## config.mk

```make
export PLATFORM = sky130hd
export DESIGN_NAME = ac_level_gr_scheduler
export DESIGN_NICKNAME = d
export VERILOG_FILES = /design/src/rtl/ac_gr_pkg.sv /design/src/rtl/ac_gr_out_fifo.sv /design/src/rtl/ac_level_gr_scheduler.sv
export SDC_FILE = /design/constraint.sdc
export NUM_CORES = 1
export LEC_CHECK = 0
export ABC_CLOCK_PERIOD_IN_PS = 4200
export BUFFER_PORTS_ARGS = -buffer_cell sky130_fd_sc_hd__buf_2
export CELL_PAD_IN_SITES_DETAIL_PLACEMENT = 2
export CELL_PAD_IN_SITES_GLOBAL_PLACEMENT = 2
export CORE_MARGIN = 5
export CORE_UTILIZATION = 39
export DETAILED_ROUTE_END_ITERATION = 10
export GPL_ROUTABILITY_DRIVEN = 0
export PLACE_DENSITY = 0.79
export SLEW_MARGIN = 20
export SYNTH_ARGS = -nofsm -noshare
export SYNTH_HDL_FRONTEND = slang
export SYNTH_SLANG_ARGS = --single-unit
```

## constraint.sdc

```tcl
create_clock -name clk -period 4.2 [get_ports clk]
set_clock_uncertainty 0.1 [all_clocks]
set_input_delay 0.84 -clock clk [delete_from_list [all_inputs] [get_ports clk]]
set_output_delay 0.84 -clock clk [all_outputs]
set_load 0.03 [all_outputs]
```

## src/rtl/ac_gr_pkg.sv

```systemverilog
// ac_gr_pkg: shared types, thresholds and k helper for the AC-level Golomb-Rice scheduler
package ac_gr_pkg;
    typedef enum logic [1:0] {IDLE, RUN, DRAIN} state_t;
    localparam int K_T1      = 2;
    localparam int K_T2      = 4;
    localparam int K_MAX_DEF = 2;
    typedef struct packed {
        logic [31:0] code;
        logic [5:0]  len;
        logic        last;
    } fifo_entry_t;
    function automatic logic [2:0] k_from_prev(input logic [31:0] prev_abs, input logic [2:0] k_max);
        logic [2:0] k;
        k = (prev_abs >= 32'(K_T2)) ? 3'd2 : (prev_abs >= 32'(K_T1)) ? 3'd1 : 3'd0;
        return (k > k_max) ? k_max : k;
    endfunction
endpackage

```

## src/rtl/ac_gr_out_fifo.sv

```systemverilog
// ac_gr_out_fifo: register-based sync FIFO with simultaneous push/pop and occupancy count
module ac_gr_out_fifo
    import ac_gr_pkg::*;
#(
    parameter int DEPTH = 4
) (
    input  logic                     clk,
    input  logic                     reset_n,
    input  logic                     i_push,
    input  fifo_entry_t              i_din,
    input  logic                     i_pop,
    output fifo_entry_t              o_head,
    output logic [$clog2(DEPTH):0]   o_count
);
    localparam int AW = $clog2(DEPTH);
    fifo_entry_t     r_mem [DEPTH];
    logic [AW-1:0]   r_wr, r_rd;
    logic [AW:0]     r_cnt;
    // storage and pointers; the caller never pushes into a full FIFO or pops an empty one
    always_ff @(posedge clk or negedge reset_n) begin
        if (!reset_n) begin
            for (int i = 0; i < DEPTH; i++) r_mem[i] <= '0;
            r_wr  <= '0;
            r_rd  <= '0;
            r_cnt <= '0;
        end else begin
            if (i_push) r_mem[r_wr] <= i_din;
            r_wr  <= r_wr + AW'(i_push);
            r_rd  <= r_rd + AW'(i_pop);
            r_cnt <= r_cnt + (AW+1)'(i_push) - (AW+1)'(i_pop);
        end
    end
    assign o_head  = r_mem[r_rd];
    assign o_count = r_cnt;
endmodule

```

## src/rtl/ac_level_gr_scheduler.sv

```systemverilog
// ac_level_gr_scheduler: issues signed AC levels to a Golomb-Rice unit with adaptive k and buffers codewords
module ac_level_gr_scheduler
    import ac_gr_pkg::*;
#(
    parameter int LVL_W      = 16,
    parameter int K_MAX      = K_MAX_DEF,
    parameter int GR_LAT     = 2,
    parameter int FIFO_DEPTH = 4,
    parameter int MAX_COEF   = 63
) (
    input  logic             clk,
    input  logic             reset_n,
    input  logic             s_valid,
    output logic             s_ready,
    input  logic [LVL_W-1:0] s_level,
    input  logic             s_last,
    output logic [2:0]       gr_k,
    output logic [31:0]      gr_val,
    output logic             gr_is_ac,
    output logic             gr_is_minus_n,
    input  logic [31:0]      gr_sum_n,
    input  logic [31:0]      gr_cw_len,
    output logic             m_valid,
    input  logic             m_ready,
    output logic [31:0]      m_code,
    output logic [5:0]       m_len,
    output logic             m_last,
    output logic             blk_done,
    output logic             err
);
    localparam int FW = $clog2(FIFO_DEPTH) + 1;
    localparam int CW = $clog2(MAX_COEF + 2);
    state_t            r_state, w_state_nxt;
    logic              r_s_ready, r_err, r_blk_done, r_iss_v, r_iss_l;
    logic [LVL_W:0]    r_prev_abs, w_sx, w_abs, w_val;
    logic [CW-1:0]     r_coef;
    logic [FW-1:0]     r_inflight, w_inflight_nxt, w_cnt, w_cnt_nxt;
    logic [GR_LAT-1:0] r_pipe_v, r_pipe_l;
    logic              w_acc, w_zero, w_iss, w_force, w_last, w_push, w_pop, w_len_ovf, w_ready_nxt;
    logic [2:0]        w_k;
    fifo_entry_t       w_entry, w_head;
    // accept/issue decode, magnitude with one extra bit so the most negative level fits, next-state and credit
    always_comb begin
        w_acc          = s_valid && r_s_ready;
        w_zero         = s_level == '0;
        w_iss          = w_acc && !w_zero;
        w_force        = w_iss && !s_last && r_coef == CW'(MAX_COEF);
        w_last         = w_iss && (s_last || w_force);
        w_sx           = {s_level[LVL_W-1], s_level};
        w_abs          = w_sx[LVL_W] ? ~w_sx + (LVL_W+1)'(1) : w_sx;
        w_val          = w_abs - (LVL_W+1)'(1);
        w_k            = k_from_prev(32'(r_prev_abs), 3'(K_MAX));
        w_push         = r_pipe_v[GR_LAT-1];
        w_pop          = m_valid && m_ready;
        w_len_ovf      = gr_cw_len > 32'd63;
        w_entry        = '{code: gr_sum_n, len: w_len_ovf ? 6'd63 : gr_cw_len[5:0], last: r_pipe_l[GR_LAT-1]};
        w_inflight_nxt = r_inflight + FW'(w_iss) - FW'(w_push);
        w_cnt_nxt      = w_cnt + FW'(w_push) - FW'(w_pop);
        w_state_nxt    = (r_state == DRAIN) ? ((w_pop && w_head.last && r_inflight == '0) ? IDLE : DRAIN)
                       : w_last ? DRAIN : w_iss ? RUN : r_state;
        w_ready_nxt    = (w_state_nxt != DRAIN) &&
                         ({1'b0, w_cnt_nxt} + {1'b0, w_inflight_nxt} < (FW+1)'(FIFO_DEPTH));
    end
    // FSM state register
    always_ff @(posedge clk or negedge reset_n) begin
        if (!reset_n) r_state <= IDLE;
        else r_state <= w_state_nxt;
    end
    // block bookkeeping: credit-based ready, k history, coefficient count, sticky error, done pulse
    always_ff @(posedge clk or negedge reset_n) begin
        if (!reset_n) begin
            r_s_ready  <= 1'b0;
            r_prev_abs <= (LVL_W+1)'(1);
            r_coef     <= '0;
            r_inflight <= '0;
            r_err      <= 1'b0;
            r_blk_done <= 1'b0;
        end else begin
            r_s_ready  <= w_ready_nxt;
            r_prev_abs <= w_last ? (LVL_W+1)'(1) : w_iss ? w_abs : r_prev_abs;
            r_coef     <= w_last ? '0 : w_iss ? r_coef + CW'(1) : r_coef;
            r_inflight <= w_inflight_nxt;
            r_err      <= r_err || (w_acc && w_zero) || w_force || (w_push && w_len_ovf);
            r_blk_done <= w_pop && w_head.last;
        end
    end
    // issue register toward the GR unit; idle cycles present val=0 with an empty tag
    always_ff @(posedge clk or negedge reset_n) begin
        if (!reset_n) begin
            gr_k          <= 3'd0;
            gr_val        <= 32'd0;
            gr_is_minus_n <= 1'b0;
            r_iss_v       <= 1'b0;
            r_iss_l       <= 1'b0;
        end else begin
            gr_k          <= w_iss ? w_k : 3'd0;
            gr_val        <= w_iss ? 32'(w_val) : 32'd0;
            gr_is_minus_n <= w_iss && w_sx[LVL_W];
            r_iss_v       <= w_iss;
            r_iss_l       <= w_last;
        end
    end
    // tag pipe tracking which GR result cycles belong to issued levels
    always_ff @(posedge clk or negedge reset_n) begin
        if (!reset_n) begin
            r_pipe_v <= '0;
            r_pipe_l <= '0;
        end else begin
            r_pipe_v <= GR_LAT'({r_pipe_v, r_iss_v});
            r_pipe_l <= GR_LAT'({r_pipe_l, r_iss_l});
        end
    end
    ac_gr_out_fifo #(.DEPTH(FIFO_DEPTH)) u_fifo (
        .clk     (clk),
        .reset_n (reset_n),
        .i_push  (w_push),
        .i_din   (w_entry),
        .i_pop   (w_pop),
        .o_head  (w_head),
        .o_count (w_cnt)
    );
    assign s_ready  = r_s_ready;
    assign gr_is_ac = 1'b1;
    assign m_valid  = w_cnt != '0;
    assign m_code   = w_head.code;
    assign m_len    = w_head.len;
    assign m_last   = w_head.last;
    assign blk_done = r_blk_done;
    assign err      = r_err;
endmodule

```

# --- Word-level counts from Yosys, hierarchy flattened ---
# Cells that the tools add are included.
word_totals:
  regBits: 221
  latch_bits: 0
  mem_bits_rw: 0
  romBits: 0
  in_bits: 85
  output_inout_bits: 80
  wordCells: 97
  n_memories: 0
classes:
  addsub: 10
  n_mul: 0
  div_mod_pow: 0
  order_cmp: 8
  eq_ne: 3
  n_shift: 0
  muxes: 21
  bitwise: 3
  n_reduce_logical: 23
op_table:
  columns: ["op", "n"]
  rows:
  - ["bitwise mux 156 bit", 1]
  - ["2-to-1 mux 39 bit", 3]
  - ["binary-select mux 39 bit (select 2 bit)", 1]
  - ["demux 39 bit (select 2 bit)", 1]
  - ["2-to-1 mux 17 bit", 4]
  - ["> comparator 32 x 6 -> 1 bit, second input constant", 1]
  - ["adder 17 x 1 -> 17 bit, second input constant", 1]
  - ["greater-or-equal comparator 17 x 2 -> 1 bit, second input constant", 1]
  - ["greater-or-equal comparator 17 x 3 -> 1 bit, second input constant", 1]
  - ["NOT 17 bit", 1]
  - ["subtractor 17 x 1 -> 17 bit, second input constant", 1]
  - ["zero test 16 bit", 1]
  - ["2-to-1 mux 2 bit", 7]
  - ["2-to-1 mux 7 bit", 2]
  - ["logical AND 1 bit", 13]
  - ["adder 7 x 1 -> 7 bit, second input constant", 1]
  - ["equality test 7 x 6 -> 1 bit, second input constant", 1]
  - ["adder 3 x 1 -> 3 bit", 2]
  - ["greater-or-equal comparator 3 bit, second input constant", 2]
  - ["2-to-1 mux 6 bit", 1]
  - ["NOT 2 -> 3 bit", 2]
  - ["subtractor 3 x 1 -> 3 bit", 2]
  - ["adder 2 x 1 -> 2 bit", 2]
  - ["adder 3 x 3 -> 4 bit", 1]
  - ["other kinds (11)", 15]

# --- Longest topological paths before layout ---
depth:
  ltp_word: 11
  mapped_depth: 20
  depth_no_buf: 16

# --- Modules after synthesis ---
# A second synthesis with hierarchy kept.
hier_totals:
  hier_cells: 741
  hier_area_um2: 10272.4
modules_own_cells:
  columns: ["mod", "n_inst", "cells_each", "area_each_um2", "seq_area_each_um2"]
  rows:
  - ["ac_gr_out_fifo", 1, 399, 6999.2, 4078.9]
  - ["ac_level_gr_scheduler", 1, 342, 3273.1, 1426.4]

# --- Worst setup path before layout ---
# OpenSTA, ideal clock, no wires.
synth_timing:
  path_type: "input to register"
  from: "input s_level[0]"
  to: "register r_s_ready (netlist: s_ready)"
  setup_time_ns: 0.099
  arrival_ns: 4.928
  slack_ns: -0.927
  stages: 20
  path_buffers: 4
  cell_sequence: "inv_1 ha_1 or4b_1 buf_2 or3_4 nor4_1 or2_0 buf_2 buf_4 buf_2 ha_1 inv_1 ha_1 inv_1 fa_1 xnor2_1 xnor2_1 ha_1 or3_1 a311oi_1"
synth_rtl:
  columns: ["item", "line", "rtl"]
  rows:
  - ["start, declared", "ac_level_gr_scheduler.sv:15", "input logic [LVL_W-1:0] s_level,"]
  - ["zero test 16 bit", "ac_level_gr_scheduler.sv:45", "w_zero = s_level == '0;"]
  - ["zero test 1 bit", "ac_level_gr_scheduler.sv:46", "w_iss = w_acc && !w_zero;"]
  - ["logical AND 1 bit", "ac_level_gr_scheduler.sv:46", null]
  - ["adder 3 x 1 -> 3 bit", "ac_level_gr_scheduler.sv:57", "w_inflight_nxt = r_inflight + FW'(w_iss) - FW'(w_push);"]
  - ["subtractor 3 x 1 -> 3 bit", "ac_level_gr_scheduler.sv:57", null]
  - ["via w_inflight_nxt[2]", "ac_level_gr_scheduler.sv:37", "logic [FW-1:0] r_inflight, w_inflight_nxt, w_cnt, w_cnt_nxt;"]
  - ["adder 3 x 3 -> 4 bit", "ac_level_gr_scheduler.sv:62", "({1'b0, w_cnt_nxt} + {1'b0, w_inflight_nxt} < (FW+1)'(FIFO_DEPTH));"]
  - ["less-than comparator 4 x 3 -> 1 bit", "ac_level_gr_scheduler.sv:62", null]
  - ["logical AND 1 bit", "ac_level_gr_scheduler.sv:61", "w_ready_nxt = (w_state_nxt != DRAIN) &&"]
  - ["via w_ready_nxt", "ac_level_gr_scheduler.sv:39", "logic w_acc, w_zero, w_iss, w_force, w_last, w_push, w_pop, w_len_ovf, w_ready_nxt;"]
  - ["end signal, assigned", "ac_level_gr_scheduler.sv:79", "r_s_ready <= w_ready_nxt;"]
  - ["end, declared", "ac_level_gr_scheduler.sv:34", "logic r_s_ready, r_err, r_blk_done, r_iss_v, r_iss_l;"]
# The timed path passes the listed nets, and every way through them passes these cells.
# A chain may end at the register's enable or synchronous reset.

# --- Worst setup path in the final report ---
layout_timing:
  from: "input s_level[1]"
  to: "register r_s_ready (netlist: s_ready)"
# The elaborated chain is that of the path after synthesis.

==> reports/results.tsv <==
stage	metric	value	unit
run_status	status	complete, no violations	
pwr	Tot Pwr	0.00963	W
floorplan	Die ar.	0.0292	mm^2
clocking	Clock Sinks	220	
detailed_routing	Vias per Instance	5.29	
floorplan	Die Height	171	um
pwr	Internal Pwr Total	0.00612	W
sta	Hold Vio Cnt, Final	0	
layout	antenna fix cells	0	
floorplan	chip width	171	um
floorplan	I/O pin count	165	
clocking	Reg clk slew, reported paths	60	ps
layout	Area growth, synth to finish	21.6	%
critical_path	CP arrival	4430	ps
clocking	Max clock buf depth	3	
detailed_routing	Detail Route Antenna Nets	0	
sta	Final WS setup	88.3	ps
critical_path	Crit Path Class	in -> reg	
pwr	Clk pwr share	24.5	%
run	number of max-cap violations	0	
synth	synthesized area	0.0101	mm^2
detailed_routing	Avg WL per Cell	22.1	um
sta	Setup TNS	0	ps
sta	Slew Viols, Final	0	
floorplan	area of the core	0.0258	mm^2
pwr	Combinational Power Share	37.9	%
pwr	pwr dens	783	mW/mm^2
layout	final std cells w/o fill	1281	
synth	YS warnings	0	
sta	endpoints failing setup	0	
critical_path	critical path required time	4520	ps
clocking	Post-CTS Setup Repair Bufs	0	
layout	# nets final	1024	
global_route	first-pass GRT wire length	45.3	mm
layout	share of post-route cells with drive strength above 1	44.8	%
synth	Avg Cell Area, Syn	13.2	um^2
synth	Post-Synthesis Cells	767	
placement	number of port buffers	147	
synth	Yosys cell types	60	
global_route	GRT overflow	0	
critical_path	worst-path fanout max	2	
sta	f_max	243	MHz
floorplan	Starting Density	39.2	%
synth	FF+latch count, synth	220	
global_route	antenna violations before repair	0	
detailed_routing	Vias	6782	
floorplan	row count	59	
synth	Post-synth ARST share	100	%
detailed_routing	total iterations of the first detailed-routing run	4	
synth	part of the Yosys area used for sequential elements	54.5	%
detailed_routing	final WL	28.3	mm
synth	number of flops mapped to enable cells by yosys	0	
layout	commonest cells after routing, fill and taps aside	dfrtp_1, buf_2, mux2_2, nand2_1, nor2_1	
pwr	NetSw	0.00350	W
sta	slew margin rel.	41.9	%
critical_path	CP Launch Type	primary input	
global_route	vias in the first global route	7920	
sta	fin crit share	97.9	%
clocking	Max H-tree Level	1	
clocking	Clk Latency, worst-skew pair	530	ps
sta	fin crit period	4110	ps
global_route	total track usage	19.4	%
synth	Main synth FF type	dfrtp_1	
clocking	Root Driver	clkbuf_16	
hold_path	Hold WC Path Type	in -> async	
pwr	Switching Fraction	36.4	%
global_route	largest net degree at the start of global routing	100	
critical_path	Crit. End Element	flop	
placement	hpwl dp	18.4	mm
clocking	CTS Buf Count	26	
detailed_routing	number of remaining DRC errors	0	
clocking	CTS tree	done	
layout	commonest non-fill, non-tap cell in the layout	dfrtp_1	
placement	dpl cells	1233	
pwr	sequential share of power	37.7	%
clocking	CTS Hold Bufs	0	
detailed_routing	DR iter-0 viols	265	
pwr	Static Leakage	5.54	nW
sta	Worst-Margin Slew	871	ps
placement	Place WS	-609	ps
placement	DP Area	0.0113	mm^2
pwr	peak supply drop	0.000511	V
layout	fin area	0.0123	mm^2
per-stage QoR:
| step | hold WS, ps | utilization, % |
|---|---|---|
| finish | 214 | 47.7 |
| CTS | 251 | 47.6 |
| floorplan | 231 | - |
| global placement | 234 | 44.0 |
| detailed placement | 238 | 44.0 |
| global route | 258 | 47.7 |
kinds of logic (layout without fill, tap and decap cells):
| logic type | Yosys count | after routing | share of synthesized area [%] |
|---|---|---|---|
| buffers and inverters | 73 | 237 | 3.70 |
| adders and majority gates | 13 | 13 | 1.76 |
| DFF | 220 | 220 | 54.5 |
| xor gates and xnor gates | 28 | 28 | 2.43 |
| muxes | 173 | 173 | 23.6 |
| AOI/OAI and AO/OA | 78 | 78 | 4.83 |
| and+or+nand+nor | 180 | 180 | 9.15 |
| other | 2 | 17 | 0.0743 |
path summary, 6_finish.rpt:
path                                        start           endpoint  slack [ps]  depth (start not counted)
worst min register to register        r_pipe_v[0]        r_pipe_v[1]         250                          0
worst min-delay path                      reset_n   u_fifo.r_mem[12]         210                          1
worst max-delay path                   s_level[1]            s_ready          90                         17
min in group clk                      r_pipe_v[0]        r_pipe_v[1]         250                          0
max in group asynchronous                 reset_n  u_fifo.r_mem[114]        2860                          2
worst max register to register  u_fifo.o_count[1]            s_ready         850                         12
registers in the layout, summed over array words and instances, names as in the netlist, 3 cells and up:
register / count
r_inflight: 3
r_prev_abs: 16
gr_val: 17
r_coef: 7
u_fifo.r_mem: 156
u_fifo.o_count: 3
metal layers:
metal	vias up	wire length (um)	global-route usage [%]
met5	-	0	0
met4	0	400	3.38
met3	31	945	2.47
met2	121	15500	36.7
met1	3586	11400	24.1
li1	3044	-	-
area by class of cell:
cell class                 count  area, um^2
clock inverter                11         146
clock buffer                  37         772
timing repair buffer         176        1000
multi-input combinational    489        4370
sequential                   220        5510
fill                        2507       13500
tap                          335         419
inverter                      13        68.8
synthesized netlist by cell type (all sizes together) (6+ instances only):
cell type  instances  area (um^2)
buf               37          239
xnor2             18          158
nand3             11         55.1
nor4              13         87.6
o21ai             35          179
mux4              39          878
ha                11          138
a21oi             19         95.1
mux2             132         1490
nand2             55          206
inv               13         48.8
clkbuf            23         86.3
nor2              43          164
o31ai              8         73.8
nor3              11         60.1
xor2              10         87.6
dfrtp            220         5510
and3               6         37.5
power groups by stage:
stage                     Clock [W]  Sequential [W]  Combinational [W]
after floorplan                   0         0.00336            0.00273
after global placement            0         0.00350            0.00347
after detailed placement          0         0.00362            0.00364
after CTS                   0.00243         0.00363            0.00372
after global routing        0.00252         0.00371            0.00392
final                       0.00236         0.00363            0.00364
worst max-delay path, cell delays in order:
cell,delay [ps]
buf_2,150
inv_12,60
ha_4,120
or4b_4,460
or3_4,420
nor4_4,300
or2_4,200
ha_4,190
inv_2,60
ha_4,120
inv_2,30
fa_2,360
xnor2_2,210
xnor2_2,150
ha_1,250
or3_1,310
a311oi_1,200
what timing repair did:
item / 4_1_cts / 5_1_grt
pin swaps: 0 / 2
gates resized for setup: 1 / 2
endpoints found under the hold margin: 0 / 0
endpoints found under the setup margin: 1 / 1
Note: power is estimated with default switching activity, not from simulation.
